==> src/rtl/bsg_mcl_serdes_pkg.sv <==
// Shared constants, FSM state types and width helper for the manycore-link FIFO serdes.
package bsg_mcl_serdes_pkg;

    localparam int record_width_gp = 128;

    typedef enum logic {
        T_IDLE = 1'b0,
        T_SEND = 1'b1
    } tx_state_e;

    typedef enum logic {
        R_COLLECT = 1'b0,
        R_DELIVER = 1'b1
    } rx_state_e;

    // Never returns 0, so a 1-entry selector still gets a 1-bit field.
    function automatic int safe_clog2(input int n);
        return (n <= 1) ? 1 : $clog2(n);
    endfunction

endpackage

==> src/rtl/bsg_mcl_serdes_rr_arb.sv <==
// Round-robin arbiter: priority starts one past the last granted requester,
// and the pointer only advances when the grant is actually consumed (yumi).
module bsg_mcl_serdes_rr_arb
    import bsg_mcl_serdes_pkg::*;
#(
    parameter int width_p = 4,
    localparam int idx_width_lp = safe_clog2(width_p)
) (
    input  logic                    clk_i,
    input  logic                    reset_n_i,
    input  logic [width_p-1:0]      reqs_i,
    input  logic                    yumi_i,
    output logic                    v_o,
    output logic [width_p-1:0]      grants_o,
    output logic [idx_width_lp-1:0] grant_id_o
);

    logic [idx_width_lp-1:0] ptr_q, ptr_d;
    logic                    hi_found, lo_found;
    logic [idx_width_lp-1:0] hi_id, lo_id;

    // Lowest requester at or above the pointer wins; otherwise wrap to the lowest overall.
    always_comb begin
        hi_found = 1'b0;
        lo_found = 1'b0;
        hi_id    = '0;
        lo_id    = '0;
        for (int i = width_p - 1; i >= 0; i--) begin
            if (reqs_i[i] && (i >= int'(ptr_q))) begin
                hi_found = 1'b1;
                hi_id    = idx_width_lp'(i);
            end
            if (reqs_i[i]) begin
                lo_found = 1'b1;
                lo_id    = idx_width_lp'(i);
            end
        end
    end

    assign v_o        = lo_found;
    assign grant_id_o = hi_found ? hi_id : lo_id;

    always_comb begin
        grants_o = '0;
        for (int i = 0; i < width_p; i++) begin
            grants_o[i] = v_o && (int'(grant_id_o) == i);
        end
    end

    always_comb begin
        ptr_d = ptr_q;
        if (yumi_i && v_o) begin
            if (grant_id_o == idx_width_lp'(width_p - 1)) begin
                ptr_d = '0;
            end else begin
                ptr_d = grant_id_o + 1'b1;
            end
        end
    end

    always_ff @(posedge clk_i or negedge reset_n_i) begin
        if (!reset_n_i) begin
            ptr_q <= '0;
        end else begin
            ptr_q <= ptr_d;
        end
    end

endmodule

==> src/rtl/bsg_mcl_fifo_serdes.sv <==
// Bridges num_chan_p 128-bit manycore-link record streams onto one tagged host
// FIFO (TX: arbitrate + serialize, RX: deserialize + route).
// Define BSG_MCL_SERDES_STATS_EN to add saturating record/error counters.
module bsg_mcl_fifo_serdes
    import bsg_mcl_serdes_pkg::*;
#(
    parameter int num_chan_p   = 4,
    parameter int fifo_width_p = 32,
    localparam int record_width_lp = record_width_gp,
    localparam int beats_lp        = record_width_lp / fifo_width_p,
    localparam int chan_width_lp   = safe_clog2(num_chan_p)
) (
    input  logic                                          clk_i,
    input  logic                                          reset_n_i,

    input  logic [num_chan_p-1:0]                         rec_v_i,
    input  logic [num_chan_p-1:0][record_width_lp-1:0]    rec_data_i,
    output logic [num_chan_p-1:0]                         rec_rdy_o,

    output logic                                          tx_v_o,
    output logic [fifo_width_p-1:0]                       tx_data_o,
    output logic [chan_width_lp-1:0]                      tx_chan_o,
    output logic                                          tx_last_o,
    input  logic                                          tx_rdy_i,

    input  logic                                          rx_v_i,
    input  logic [fifo_width_p-1:0]                       rx_data_i,
    input  logic [chan_width_lp-1:0]                      rx_chan_i,
    input  logic                                          rx_last_i,
    output logic                                          rx_rdy_o,

    output logic [num_chan_p-1:0]                         rec_v_o,
    output logic [record_width_lp-1:0]                    rec_data_o,
    input  logic [num_chan_p-1:0]                         rec_rdy_i,
    output logic                                          rx_err_o
`ifdef BSG_MCL_SERDES_STATS_EN
    ,
    output logic [31:0]                                   tx_rec_count_o,
    output logic [31:0]                                   rx_rec_count_o,
    output logic [15:0]                                   rx_err_count_o
`endif
);

    localparam int cnt_width_lp = safe_clog2(beats_lp);
    localparam logic [cnt_width_lp-1:0] last_cnt_lp = cnt_width_lp'(beats_lp - 1);

    // ---------------- TX: arbitrate, load, shift out LSB first ----------------
    tx_state_e                  tx_state_q, tx_state_d;
    logic [record_width_lp-1:0] tx_shift_q, tx_shift_d;
    logic [chan_width_lp-1:0]   tx_chan_q, tx_chan_d;
    logic [cnt_width_lp-1:0]    tx_cnt_q, tx_cnt_d;

    logic                       arb_v, arb_yumi;
    logic [num_chan_p-1:0]      arb_grants;
    logic [chan_width_lp-1:0]   arb_id;
    logic                       tx_fire, tx_at_last, tx_done;

    bsg_mcl_serdes_rr_arb #(
        .width_p (num_chan_p)
    ) u_arb (
        .clk_i      (clk_i),
        .reset_n_i  (reset_n_i),
        .reqs_i     (rec_v_i),
        .yumi_i     (arb_yumi),
        .v_o        (arb_v),
        .grants_o   (arb_grants),
        .grant_id_o (arb_id)
    );

    assign arb_yumi   = (tx_state_q == T_IDLE) && arb_v;
    assign rec_rdy_o  = (tx_state_q == T_IDLE) ? arb_grants : '0;

    assign tx_v_o     = (tx_state_q == T_SEND);
    assign tx_data_o  = tx_shift_q[fifo_width_p-1:0];
    assign tx_chan_o  = tx_chan_q;
    assign tx_at_last = (tx_cnt_q == last_cnt_lp);
    assign tx_last_o  = tx_v_o && tx_at_last;
    assign tx_fire    = tx_v_o && tx_rdy_i;
    assign tx_done    = tx_fire && tx_at_last;

    always_comb begin
        tx_state_d = tx_state_q;
        tx_shift_d = tx_shift_q;
        tx_chan_d  = tx_chan_q;
        tx_cnt_d   = tx_cnt_q;
        unique case (tx_state_q)
            T_IDLE: begin
                if (arb_v) begin
                    tx_shift_d = rec_data_i[arb_id];
                    tx_chan_d  = arb_id;
                    tx_cnt_d   = '0;
                    tx_state_d = T_SEND;
                end
            end
            T_SEND: begin
                if (tx_fire) begin
                    tx_shift_d = tx_shift_q >> fifo_width_p;
                    if (tx_at_last) begin
                        tx_cnt_d   = '0;
                        tx_state_d = T_IDLE;
                    end else begin
                        tx_cnt_d = tx_cnt_q + 1'b1;
                    end
                end
            end
            default: ;
        endcase
    end

    always_ff @(posedge clk_i or negedge reset_n_i) begin
        if (!reset_n_i) begin
            tx_state_q <= T_IDLE;
            tx_shift_q <= '0;
            tx_chan_q  <= '0;
            tx_cnt_q   <= '0;
        end else begin
            tx_state_q <= tx_state_d;
            tx_shift_q <= tx_shift_d;
            tx_chan_q  <= tx_chan_d;
            tx_cnt_q   <= tx_cnt_d;
        end
    end

    // ---------------- RX: collect tagged beats, validate, deliver ----------------
    rx_state_e                                 rx_state_q, rx_state_d;
    logic [beats_lp-1:0][fifo_width_p-1:0]     rx_buf_q, rx_buf_d;
    logic [cnt_width_lp-1:0]                   rx_cnt_q, rx_cnt_d;
    logic [chan_width_lp-1:0]                  rx_chan_q, rx_chan_d;
    logic                                      rx_rdy_q, rx_rdy_d;
    logic                                      rx_err_q, rx_err_d;
    logic                                      rx_fire, rx_first, rx_bad, rx_drop, rx_done;

    assign rx_fire  = rx_rdy_q && rx_v_i && (rx_state_q == R_COLLECT);
    assign rx_first = (rx_cnt_q == '0);
    assign rx_bad   = (rx_last_i != (rx_cnt_q == last_cnt_lp))
                   || (!rx_first && (rx_chan_i != rx_chan_q))
                   || (int'(rx_chan_i) >= num_chan_p);
    assign rx_drop  = rx_fire && rx_bad;
    assign rx_done  = (rx_state_q == R_DELIVER) && rec_rdy_i[rx_chan_q];

    always_comb begin
        rx_state_d = rx_state_q;
        rx_buf_d   = rx_buf_q;
        rx_cnt_d   = rx_cnt_q;
        rx_chan_d  = rx_chan_q;
        rx_err_d   = 1'b0;
        unique case (rx_state_q)
            R_COLLECT: begin
                if (rx_drop) begin
                    rx_err_d = 1'b1;
                    rx_cnt_d = '0;
                end else if (rx_fire) begin
                    rx_buf_d[rx_cnt_q] = rx_data_i;
                    if (rx_first) begin
                        rx_chan_d = rx_chan_i;
                    end
                    if (rx_last_i) begin
                        rx_cnt_d   = '0;
                        rx_state_d = R_DELIVER;
                    end else begin
                        rx_cnt_d = rx_cnt_q + 1'b1;
                    end
                end
            end
            R_DELIVER: begin
                if (rx_done) begin
                    rx_state_d = R_COLLECT;
                end
            end
            default: ;
        endcase
        // Registered so ready stays low while reset is held and drops the cycle after the final beat.
        rx_rdy_d = (rx_state_d == R_COLLECT);
    end

    always_ff @(posedge clk_i or negedge reset_n_i) begin
        if (!reset_n_i) begin
            rx_state_q <= R_COLLECT;
            rx_buf_q   <= '0;
            rx_cnt_q   <= '0;
            rx_chan_q  <= '0;
            rx_rdy_q   <= 1'b0;
            rx_err_q   <= 1'b0;
        end else begin
            rx_state_q <= rx_state_d;
            rx_buf_q   <= rx_buf_d;
            rx_cnt_q   <= rx_cnt_d;
            rx_chan_q  <= rx_chan_d;
            rx_rdy_q   <= rx_rdy_d;
            rx_err_q   <= rx_err_d;
        end
    end

    assign rx_rdy_o   = rx_rdy_q;
    assign rx_err_o   = rx_err_q;
    assign rec_data_o = rx_buf_q;

    always_comb begin
        rec_v_o = '0;
        for (int i = 0; i < num_chan_p; i++) begin
            rec_v_o[i] = (rx_state_q == R_DELIVER) && (int'(rx_chan_q) == i);
        end
    end

`ifdef BSG_MCL_SERDES_STATS_EN
    logic [31:0] tx_rec_cnt_q, tx_rec_cnt_d;
    logic [31:0] rx_rec_cnt_q, rx_rec_cnt_d;
    logic [15:0] rx_err_cnt_q, rx_err_cnt_d;

    // Counters stick at all-ones instead of wrapping.
    always_comb begin
        tx_rec_cnt_d = tx_rec_cnt_q;
        rx_rec_cnt_d = rx_rec_cnt_q;
        rx_err_cnt_d = rx_err_cnt_q;
        if (tx_done && !(&tx_rec_cnt_q)) tx_rec_cnt_d = tx_rec_cnt_q + 32'd1;
        if (rx_done && !(&rx_rec_cnt_q)) rx_rec_cnt_d = rx_rec_cnt_q + 32'd1;
        if (rx_drop && !(&rx_err_cnt_q)) rx_err_cnt_d = rx_err_cnt_q + 16'd1;
    end

    always_ff @(posedge clk_i or negedge reset_n_i) begin
        if (!reset_n_i) begin
            tx_rec_cnt_q <= '0;
            rx_rec_cnt_q <= '0;
            rx_err_cnt_q <= '0;
        end else begin
            tx_rec_cnt_q <= tx_rec_cnt_d;
            rx_rec_cnt_q <= rx_rec_cnt_d;
            rx_err_cnt_q <= rx_err_cnt_d;
        end
    end

    assign tx_rec_count_o = tx_rec_cnt_q;
    assign rx_rec_count_o = rx_rec_cnt_q;
    assign rx_err_count_o = rx_err_cnt_q;
`endif

endmodule
==> config.mk <==
export PLATFORM = sky130hd
export DESIGN_NAME = bsg_mcl_fifo_serdes
export DESIGN_NICKNAME = d
export VERILOG_FILES = /design/src/rtl/bsg_mcl_serdes_pkg.sv /design/src/rtl/bsg_mcl_serdes_rr_arb.sv /design/src/rtl/bsg_mcl_fifo_serdes.sv
export SDC_FILE = /design/constraint.sdc
export NUM_CORES = 1
export LEC_CHECK = 0
export ABC_AREA = 1
export CAP_MARGIN = 15
export CORE_AREA = 5 5 282 284
export DETAILED_ROUTE_END_ITERATION = 16
export DIE_AREA = 0 0 287 289
export PLACE_DENSITY = 0.55
export SLEW_MARGIN = 20
export SYNTH_ARGS = -nofsm -noshare
export SYNTH_HDL_FRONTEND = slang
export SYNTH_SLANG_ARGS = --single-unit
==> constraint.sdc <==
create_clock -name clk_i -period 5.25 [get_ports clk_i]
set_input_delay 0.7875 -clock clk_i [delete_from_list [all_inputs] [get_ports clk_i]]
set_output_delay 0.7875 -clock clk_i [all_outputs]
set_load 0.005 [all_outputs]
# Word level (Yosys, flattened, before mapping)
# Cells that the tools add are included.
[classes]
addsub = 3
order_cmp = 7
eq_ne = 13
mux = 45
n_bitwise = 4
reduce_logical = 32
[op_table]
columns = ["cell", "n"]
rows = [
  ["$mux W128", 3],
  ["$bmux W128 S2", 1],
  ["$pmux W128 S2", 1],
  ["$bwmux W128", 1],
  ["$demux W32 S2", 1],
  ["$mux W32", 1],
  ["$mux W2", 15],
  ["$logic_and A1 B1 Y1", 21],
  ["$mux W1", 17],
  ["$eq A2 B2 Y1 const B", 7],
  ["$lt A2 B3 Y1 const B", 3],
  ["$add A2 B1 Y2 const B", 3],
  ["$logic_not A2 Y1", 3],
  ["$reduce_and A2 Y1", 3],
  ["$eq A2 B1 Y1 const B", 2],
  ["$ge A1 B2 Y1 const A", 2],
  ["$mux W4", 1],
  ["$not A1 Y1", 4],
  ["$pmux W1 S2", 2],
  ["$pmux W2 S2", 1],
  ["$reduce_and A4 Y1", 1],
  ["$reduce_and A3 Y1", 1],
  ["$bmux W1 S2", 1],
  ["$ge A2 B1 Y1 const B", 1],
  ["other kinds (8)", 8],
]
[totals]
ff_bits = 270
inputBits = 559
output_inout_bits = 174
word_cells = 118

# Depth between registers and ports, before layout
# Gate-level depths: netlist of the first run.
[depth]
ltp_word = 10
depth_mapped = 13

# By module
# Synthesis of the first run repeated with hierarchy kept, for this count alone.
[hier_totals]
cells_unflattened = 2287
area_unflattened_um2 = 15723.8
[modules_own_cells]
columns = ["module", "n_inst", "cells_each", "area_per_inst_um2", "seq_area_each_um2"]
rows = [
  ["bsg_mcl_fifo_serdes", 1, 2240, 15439.8, 6706.4],
  ["bsg_mcl_serdes_rr_arb", 1, 47, 284.0, 50.0],
]

# Worst setup path after synthesis of the first run
# Ideal clock, no wire load.
[synth_timing]
path_type = "input-to-output"
start = "input rec_v_i[1]"
end = "output rec_rdy_o[0]"
t_arrival_ns = 1.940
slack_ns = 2.523
stages = 10
path_buffers = 3
cell_sequence = "inv_2 > nor2_1 > o21a_1 > buf_2 > nand2_4 > buf_2 > buf_2 > ha_1 > inv_1 > nor2_1"
[synth_via]
elab_chain_cells = 7
[synth_lines]
columns = ["item", "line_no", "source"]
rows = [
  ["start: declaration", "bsg_mcl_fifo_serdes.sv:16", "input logic [num_chan_p-1:0] rec_v_i,"],
  ["$logic_and A1 B1 Y1", "bsg_mcl_serdes_rr_arb.sv:29", "if (reqs_i[i] && (i >= int'(ptr_q))) begin"],
  ["$mux W2 or $mux W1 (tied branches) (2 in series)", "bsg_mcl_serdes_rr_arb.sv:29", ""],
  ["$mux W2", "bsg_mcl_serdes_rr_arb.sv:41", "assign grant_id_o = hi_found ? hi_id : lo_id;"],
  ["$logic_not A2 Y1", "bsg_mcl_serdes_rr_arb.sv:46", "grants_o[i] = v_o && (int'(grant_id_o) == i);"],
  ["$logic_and A1 B1 Y1 *", "bsg_mcl_serdes_rr_arb.sv:46", ""],
  ["$mux W4 *", "bsg_mcl_fifo_serdes.sv:71", "assign rec_rdy_o = (tx_state_q == T_IDLE) ? arb_grants : '0;"],
  ["end: declaration", "bsg_mcl_fifo_serdes.sv:18", "output logic [num_chan_p-1:0] rec_rdy_o,"],
]
# Every way passes the cells marked *; elsewhere a longest branch is shown, timed or not.

# Final worst setup path of the first run
[layout_timing]
start = "input rec_v_i[2]"
end = "output rec_rdy_o[3]"
[layout_via]
elab_chain_cells = 8
[layout_lines]
columns = ["item", "line_no"]
rows = [
  ["$logic_and A1 B1 Y1", "bsg_mcl_serdes_rr_arb.sv:29"],
  ["$mux W2 or $mux W1 (tied branches) (3 in series)", "bsg_mcl_serdes_rr_arb.sv:29"],
  ["$mux W2", "bsg_mcl_serdes_rr_arb.sv:41"],
  ["$eq A2 B1 Y1", "bsg_mcl_serdes_rr_arb.sv:46"],
  ["$logic_and A1 B1 Y1 *", "bsg_mcl_serdes_rr_arb.sv:46"],
  ["$mux W4 *", "bsg_mcl_fifo_serdes.sv:71"],
]
# Marked as above.

==> results of run 1 <==
==> critical path, stage by stage <==
cell	delay, ns
clkdlybuf4s50_1	0.54
inv_2	0.05
o31ai_1	0.38
nand2_4	0.32
inv_4	0.36
ha_1	0.21
inv_1	0.04
nor2_1	0.09
clkdlybuf4s50_1	0.54
==> power groups by stage <==
stage	Clock (mW)	Sequential, mW	Combinational, mW
after CTS	2.81	3.55	6.04
after global routing	2.88	3.65	6.56
final	2.72	3.55	5.94
after global placement	0	3.56	6.00
after floorplan	0	3.40	3.15
after detailed placement	0	3.57	6.02
==> worst paths after layout <==
path	startpoint	end	slack, ns
min	reset_n_i	rec_data_o[113]$_DFFE_PN0P_	0.15
max reg2reg	u_arb.ptr_q[1]$_DFFE_PN0P_	tx_shift_q[107]$_DFFE_PN0P_	2.36
min reg2reg	rec_data_o[109]$_DFFE_PN0P_	rec_data_o[109]$_DFFE_PN0P_	0.47
max in group asynchronous	reset_n_i	tx_shift_q[97]$_DFFE_PN0P_	3.91
min in group clk_i	rec_data_o[109]$_DFFE_PN0P_	rec_data_o[109]$_DFFE_PN0P_	0.47
max	rec_v_i[2]	rec_rdy_o[3]	1.12
==> cell type report <==
cell class	count	area, sq um
timing repair buffer	759	7630
multi-input combinational	1856	8200
clock buffer	51	1060
clock inverter	16	263
antenna	4	10.0
tap	1040	1300
sequential	270	6760
inverter	418	1580
fill	8399	50000
==> per-layer routing <==
layer / track usage (%) / part of all wire (%)
met1: 25.5 / 42
met2: 33.3 / 48
met3: 4.06 / 6.9
met4: 6.28 / 3.4
met5: 0 / 0.039
==> cell usage in the layout, fill, tap and decap left out, drive strengths merged, types with 2 or more instances in the layout <==
master | Yosys | final
nor2 | 204 | 204
bufinv | 0 | 5
o211ai | 32 | 32
diode | 0 | 4
buf | 142 | 28
a21oi | 4 | 4
or2 | 30 | 30
xnor2 | 2 | 2
nand3 | 546 | 546
ha | 9 | 9
nor3 | 4 | 4
clkdlybuf4s50 | 0 | 731
o21ai | 104 | 104
clkinv | 0 | 10
o22ai | 2 | 2
dfrtp | 270 | 270
inv | 418 | 418
clkbuf | 75 | 51
nand2 | 912 | 912
==> metrics by stage <==
step / cells / hold WS [ns]
finish: 4414 / 0.153
global route: 4413 / 0.161
CTS: 4410 / 0.159
detailed placement: 4343 / 0.457
global placement: 4343 / 0.454
floorplan: 2761 / 0.449
==> cells by family after synthesis <==
kind of cell / share of synthesized area, %
compound gates: 4.74
xor+xnor: 0.150
fa+ha+maj: 0.642
buf+inv: 15.0
flops: 38.5
simple gates: 41.0
==> flip-flops by register name (all words and copies together), names as in the netlist <==
name	count
rec_data_o	128
rx_state_q	1
tx_cnt_q	2
rx_chan_q	2
tx_chan_o	2
rx_cnt_q	2
rx_rdy_o	1
tx_v_o	1
tx_shift_q	128
u_arb.ptr_q	2
rx_err_o	1
==> reports/metrics.csv, run 1 <==
metric,value,unit
grt_max_degree,194,
syn_nets,3329,
cts_root_buf,clkbuf_16,
grt-ovfl-total,0,
hold_buffers,0,
antenna_found_initial,6,
die_y,289,um
clockBufferDepth,3,
grt_setup_unrepaired,false,
wl,86.8,mm
clkLatencyLatePin,0.56,ns
crit_type,in2out,
drc_errors,0,
yosysTopAreaCellShare,38.5,%
fp-row-count,102,
drtIter0Drc,1201,
critPathCaptureType,output pin,
core-area,0.0768,sq mm
setup_viol,0,
synth_edf_count,0,
dpl_cell_area,0.0255,sq mm
drtAntennaViolNets,0,
finalSetupTns,0,ns
min_period_over_period,78.7,%
boundaryPins,733,
cts-resized-gates,0,
synth_largest_area_cell,dfrtp_1,
fin_crit,4.13,ns
pwr-share-seq,29.1,%
via_per_inst,4.40,
fin_skew,0.0381,ns
ys_async_sr_fraction,100,%
totalPowerFinal,12.2,mW
grt_pass1_wl,124,mm
switchingPower,5.11,mW
nNetsFinal,3910,
status,"complete, no violations",
fin_ws,1.12,ns
p_int,7.09,mW
r2r_cells,9,
worst_pin_slew,1.31,ns
syn_to_final_growth,52.8,%
finalCoreUtilization,34.9,%
syn_avg_cell_area,6.35,sq um
finalHoldViolCount,0,
design_area,0.0268,sq mm
maxCapViolCount,0,
grt_usage,19.8,%
power_density,455,mW/mm^2
grt_pass1_vias,19012,
p_clk_share,22.3,%
synth_seq_cells,270,
cts.sinks,270,
slew_headroom,12.9,%
min_path_type,in2async,
synth.most_common_cell,nand2_1,
first_pass_iters,5,
cp.required,4.46,ns
port_buffers,732,
post-dp-hpwl,63.8,mm
syn_inst,2761,
path_clk_slew,0.05,ns
die_area,0.0829,sq mm
synthesis.area,0.0175,sq mm
fmax,242,MHz
postCtsSetupRepairBufs,0,
cts_tree,yes,
initial_core_util,22.8,%
path_max_fanout,25,
dp_slack,1.08,ns
synth-main-ff-cell,dfrtp_1,
ys_seq_area_share,38.5,%
netSwitchingFraction,41.9,%
worst_setup_path_start_kind,primary input,
crit_arrival,3.34,ns
slew_viol_final,0,
numCtsBuffers,37,
drive_gt1_share,4.18,%
combPwrFrac,48.7,%
die_x,287,um
vias,19438,
synth_common_cells,"909 x nand2_1, 545 x nand3_1, 410 x inv_1",
p_leak,13.4,nW
synth_area_leaders,"dfrtp_1 39%, nand2_1 19%, nand3_1 16%",
gp_congestion,0.846,
post_drt_wl_per_cell,19.7,um
ys_warn_count,0,
cts-htree-levels,2,
yosysUniqueCellTypes,33,
peakVddDrop,314,uV
No activity file was read; power rests on OpenSTA's default activity.
==> inputs of run 2 (changes only) <==
--- a/config.mk
+++ b/config.mk
@@ -7,9 +7,9 @@
 export LEC_CHECK = 0
 export ABC_AREA = 1
 export CAP_MARGIN = 15
-export CORE_AREA = 5 5 282 284
+export CORE_AREA = 5 5 283 285
 export DETAILED_ROUTE_END_ITERATION = 16
-export DIE_AREA = 0 0 287 289
+export DIE_AREA = 0 0 288 290
 export PLACE_DENSITY = 0.55
 export SLEW_MARGIN = 20
 export SYNTH_ARGS = -nofsm -noshare
==> constraint.sdc (replaced) <==
create_clock -name clk_i -period 4.2 [get_ports clk_i]
set_input_delay 0.63 -clock clk_i [delete_from_list [all_inputs] [get_ports clk_i]]
set_output_delay 0.63 -clock clk_i [all_outputs]
set_load 0.005 [all_outputs]
==> run 2 against run 1 <==
- total power is 24% higher
- critical path depth stayed put
- cell count is 0.23% higher
- register-to-register slack worse by 1.0 ns
- non-clock buffer count is 13 higher
- core utilization is 0.063 points lower
- via count is 0.55% higher
- sequential power is 23% higher
- hold slack better by 0.31 ns
==> reports/metrics.csv, run 2 (same netlist as run 1, synthesis figures left out) <==
metric,value,unit
min_path_type,reg2reg,
grt_pass1_wl,129,mm
p_leak,13.4,nW
cts_tree,yes,
r2r-start,rx_cnt_q[0]$_DFFE_PN0P_,
hold_path.startpoint,rec_data_o[124]$_DFFE_PN0P_,
first_pass_iters,5,
die_y,290,um
clkLatencyLatePin,0.56,ns
critPathCaptureType,output pin,
worst_pin_slew,0.974,ns
holdPathEnd,rec_data_o[124]$_DFFE_PN0P_,
finalSetupTns,0,ns
grt_setup_unrepaired,false,
fmax,289,MHz
fin_skew,0.0259,ns
n_fill_cell,8464,
die_area,0.0835,sq mm
mostFrequentLayoutCell,nand2_1,
finalHoldViolCount,0,
grt-ovfl-total,0,
vias,19545,
maxCapViolCount,0,
min_period_over_period,82.5,%
min_delay_path_depth,2,
grt_util_met1,26.8,%
peakVddDrop,720,uV
path_max_fanout,20,
fin_crit,3.46,ns
cts-resized-gates,0,
crit_arrival,2.83,ns
power_density,562,mW/mm^2
boundaryPins,733,
slew_viol_final,0,
nNetsFinal,3922,
dp_slack,0.763,ns
drc_errors,0,
reg2reg_to,rec_data_o[80]$_DFFE_PN0P_,
cts_root_buf,clkbuf_16,
cts.sinks,270,
final_cell_mix,"908 x nand2_1, 731 x clkdlybuf4s50_1, 545 x nand3_1, 410 x inv_1, 270 x dfrtp_1",
crit_type,in2out,
met3_usage,4.11,%
cp.required,3.57,ns
fin_ws,0.735,ns
post_drt_wl_per_cell,19.9,um
path_clk_slew,0.06,ns
die_x,288,um
port_buffers,732,
grt_pass1_vias,19019,
grt_usage,20.3,%
r2r_cells,11,
syn_to_final_growth,53.0,%
antenna_found_initial,12,
status,"complete, no violations",
initial_core_util,22.8,%
post-dp-hpwl,65.8,mm
reg2reg_setup_slack,1.35,ns
drtAntennaViolNets,0,
top_usage_layer,met2,
fp-row-count,102,
cts-htree-levels,2,
drive_gt1_share,4.41,%
drtIter0Drc,1564,
grt_max_degree,179,
clockBufferDepth,3,
slew_headroom,35.1,%
numCtsBuffers,36,
setup_viol,0,
worst_setup_path_start_kind,primary input,
core-area,0.0771,sq mm
use_met2,34.3,%
wl,88.2,mm
via_per_inst,4.42,
gp_congestion,0.878,
run 2: cell count changes in the layout (fill, tap and decap cells not counted), moves of 2 or more:
cell and change:
buf_12 +6, buf_4 +5, bufinv_16 -3, clkbuf_8 -2, nor2_2 +2, nor2_4 -2
run 2: worst max-delay path, stage by stage:
cell             delay, ns
clkdlybuf4s50_1       0.55
inv_2                 0.05
o31ai_1               0.36
nand2_4               0.27
inv_4                 0.15
ha_1                  0.16
inv_1                 0.04
nor2_1                0.11
clkdlybuf4s50_1       0.52
run 2: how the worst max path moves through the flow:
stage / slack, ns / cells past startpoint / start / endpoint
final: 0.74 / 9 / rec_v_i[2] / rec_rdy_o[3]
after global placement: 0.75 / 9 / rec_v_i[2] / rec_rdy_o[3]
after detailed placement: 0.76 / 9 / rec_v_i[2] / rec_rdy_o[2]
after CTS: 0.73 / 9 / rec_v_i[2] / rec_rdy_o[3]
after global routing: 0.51 / 9 / rec_v_i[2] / rec_rdy_o[3]
after floorplan: 1.79 / 10 / rec_v_i[1] / rec_rdy_o[0]
run 2: stage by stage:
stage          utilization (%)  hold WS, ns  instances  power [mW]  area, sq um
2_1_floorplan                -        0.334       2761        8.18        17500
3_3_place_gp              33.2        0.452       4354        12.0        25600
3_5_place_dp              33.2        0.457       4354        12.1        25600
4_1_cts                   34.8        0.208       4417        15.3        26800
5_1_grt                   34.8        0.487       4423        16.2        26800
6_report                  34.8        0.467       4424        15.1        26800
run 2: final cells by class:
cell class              count  area [sq um]  area share, %
well taps                1040          1300           4.85
clock buffers              48          1010           3.75
clock inverters            15           168          0.625
diodes                      5          12.5         0.0466
flip-flops and latches    270          6760           25.2
repair buffers            772          7830           29.2
inverters                 418          1580           5.87
multi-input cells        1856          8190           30.5
run 2: metal layers:
metal | vias to the layer above | wire length, um
li1 | 9668 | -
met5 | - | 79
met1 | 9142 | 37800
met2 | 635 | 43100
met3 | 88 | 5720
met4 | 12 | 1580
run 2: repair_timing:
| action | CTS | global route |
|---|---|---|
| hold endpoints to repair | 0 | 22 |
| hold buffers | 0 | 1 |
| setup buffers | 0 | 0 |
| endpoints found under the setup margin | 0 | 0 |
run 2: power breakdown:
group	switching [mW]	leakage (nW)	internal [mW]
clock	1.29	0.575	1.82
sequential	0.697	3.52	3.69
combinational	4.44	9.33	3.14
==> inputs of run 3 (changes only) <==
--- a/config.mk
+++ b/config.mk
@@ -7,10 +7,10 @@
 export LEC_CHECK = 0
 export ABC_AREA = 1
 export CAP_MARGIN = 15
-export CORE_AREA = 5 5 283 285
+export CORE_AREA = 5 5 280 282
 export DETAILED_ROUTE_END_ITERATION = 16
-export DIE_AREA = 0 0 288 290
-export PLACE_DENSITY = 0.55
+export DIE_AREA = 0 0 285 287
+export PLACE_DENSITY = 0.58
 export SLEW_MARGIN = 20
 export SYNTH_ARGS = -nofsm -noshare
 export SYNTH_HDL_FRONTEND = slang
==> constraint.sdc (replaced) <==
create_clock -name clk_i -period 2.85 [get_ports clk_i]
set_input_delay 0.4275 -clock clk_i [delete_from_list [all_inputs] [get_ports clk_i]]
set_output_delay 0.4275 -clock clk_i [all_outputs]
set_load 0.005 [all_outputs]
==> run 3 against run 2 <==
- routed wire length down 0.86%
- global-route usage up 0.22 points
- worst setup slack worse by 0.65 ns
- sequential cell count unchanged
- sequential power up 45%
- combinational power up 59%
- sequential share of layout area down 0.67 points
- clock skew up 0.00091 ns
- cell count up 0.18%
- first-iteration DRC count down 21%
==> reports/metrics.csv, run 3 (same netlist as run 1, synthesis figures left out) <==
metric,value,unit
die_y,287,um
maxCapViolCount,0,
path_max_fanout,6,
finalHoldViolCount,0,
grt_pass1_wl,129,mm
finalCoreUtilization,36.6,%
worst_pin_slew,0.804,ns
fin_crit,2.76,ns
holdWs,0.457,ns
numCtsBuffers,36,
grt-ovfl-total,0,
slew_headroom,46.4,%
cts_tree,yes,
clockBufferDepth,3,
slew_viol_final,0,
mostFrequentLayoutCell,nand2_1,
status,"complete, no violations",
post_drt_wl_per_cell,19.7,um
crit_arrival,2.33,ns
die_x,285,um
grt_pass1_vias,19819,
final_cell_mix,"907 x nand2_1, 726 x clkdlybuf4s50_1, 545 x nand3_1, 410 x inv_1, 269 x dfrtp_1",
core-area,0.0754,sq mm
boundaryPins,733,
die_area,0.0818,sq mm
grt_usage,20.5,%
gp_congestion,0.916,
critPathCaptureType,output pin,
grt_max_degree,108,
via_per_inst,4.46,
initial_core_util,23.2,%
power_density,836,mW/mm^2
drive_gt1_share,6.64,%
fin_skew,0.0268,ns
vias,19782,
crit_type,reg2out,
reg2reg_setup_slack,0.53,ns
worst_setup_path_start_kind,register,
port_buffers,732,
cts.sinks,270,
clkLatencyLatePin,0.54,ns
syn_to_final_growth,57.2,%
min_period_over_period,96.9,%
setup_viol,0,
first_pass_iters,5,
fin_ws,0.0892,ns
totalPowerFinal,23.1,mW
grt_setup_unrepaired,true,
peakVddDrop,513,uV
cts_root_buf,clkbuf_16,
drc_errors,0,
post-dp-hpwl,66.7,mm
drtAntennaViolNets,0,
drtIter0Drc,1239,
wl,87.5,mm
p_leak,13.9,nW
nNetsFinal,3994,
antenna_found_initial,3,
dp_slack,-0.215,ns
min_path_type,in2async,
fmax,362,MHz
fp-row-count,101,
cts-htree-levels,2,
path_clk_slew,0.06,ns
cp.required,2.42,ns
## run 3: changes by cell type in the layout (fill, tap and decap cells not counted), sizes merged
cell           change
buf               +72
clkbuf             +2
clkdlybuf4s50      -5
clkinv             -1
clkinvlp           -1
diode              -2
dlygate4sd2        +2
dlymetal6s2s       +3
## run 3: stage by stage
step / setup TNS (ns) / instances / cell area, sq um
floorplan: 0 / 2761 / 17500
global placement: -0.488 / 4363 / 26300
detailed placement: -0.327 / 4363 / 26300
CTS: -0.00232 / 4429 / 27600
global route: -0.0280 / 4431 / 27600
finish: 0 / 4432 / 27600
## run 3: worst paths after layout
| kind | from | end | depth (start not counted) |
|---|---|---|---|
| worst max register to register | u_arb.ptr_q[1]$_DFFE_PN0P_ | tx_shift_q[33]$_DFFE_PN0P_ | 11 |
| max in group asynchronous | reset_n_i | u_arb.ptr_q[1]$_DFFE_PN0P_ | 3 |
| min in group clk_i | rec_data_o[117]$_DFFE_PN0P_ | rec_data_o[117]$_DFFE_PN0P_ | 2 |
| worst max-delay path | u_arb.ptr_q[1]$_DFFE_PN0P_ | rec_rdy_o[0] | 8 |
| worst min register to register | rec_data_o[117]$_DFFE_PN0P_ | rec_data_o[117]$_DFFE_PN0P_ | 2 |
| worst min-delay path | reset_n_i | tx_shift_q[7]$_DFFE_PN0P_ | 2 |
## run 3: layer usage
layer	part of all wire [%]	global-route usage (%)	wire, um
met1	43	27.0	37700
met2	48	34.8	41700
met3	6.2	3.58	5390
met4	3.0	5.63	2660
met5	0	0	0
## run 3: timing repair
action / 4_1_cts / 5_1_grt
hold buffers: 1 / 0
hold endpoints to repair: 53 / 0
pin swaps: 4 / 1
setup buffers: 2 / 0
gates resized for setup: 12 / 6
endpoints found under the setup margin: 4 / 3
## run 3: final cells by class
| cell class | count | area [sq um] |
|---|---|---|
| fill | 8112 | 47900 |
| antenna | 3 | 7.51 |
| timing repair buffer | 844 | 8580 |
| multi-input combinational | 1856 | 8230 |
| clock buffer | 50 | 1040 |
| clock inverter | 13 | 154 |
| inverter | 418 | 1580 |
| tap | 978 | 1220 |
| sequential | 270 | 6760 |
## run 3: report_power, final
part           switching [mW]  internal (mW)  total, mW
sequential              0.932           5.44       6.37
combinational            6.89           5.21       12.1
clock                    1.84           2.75       4.60
## run 3: critical path: stages, from the launching register on
cell,delay (ns)
dfrtp_2,0.47
nand2_4,0.11
nand2_1,0.06
o21a_4,0.23
nand2_8,0.11
ha_1,0.15
inv_1,0.04
nor2_1,0.10
clkdlybuf4s50_1,0.51
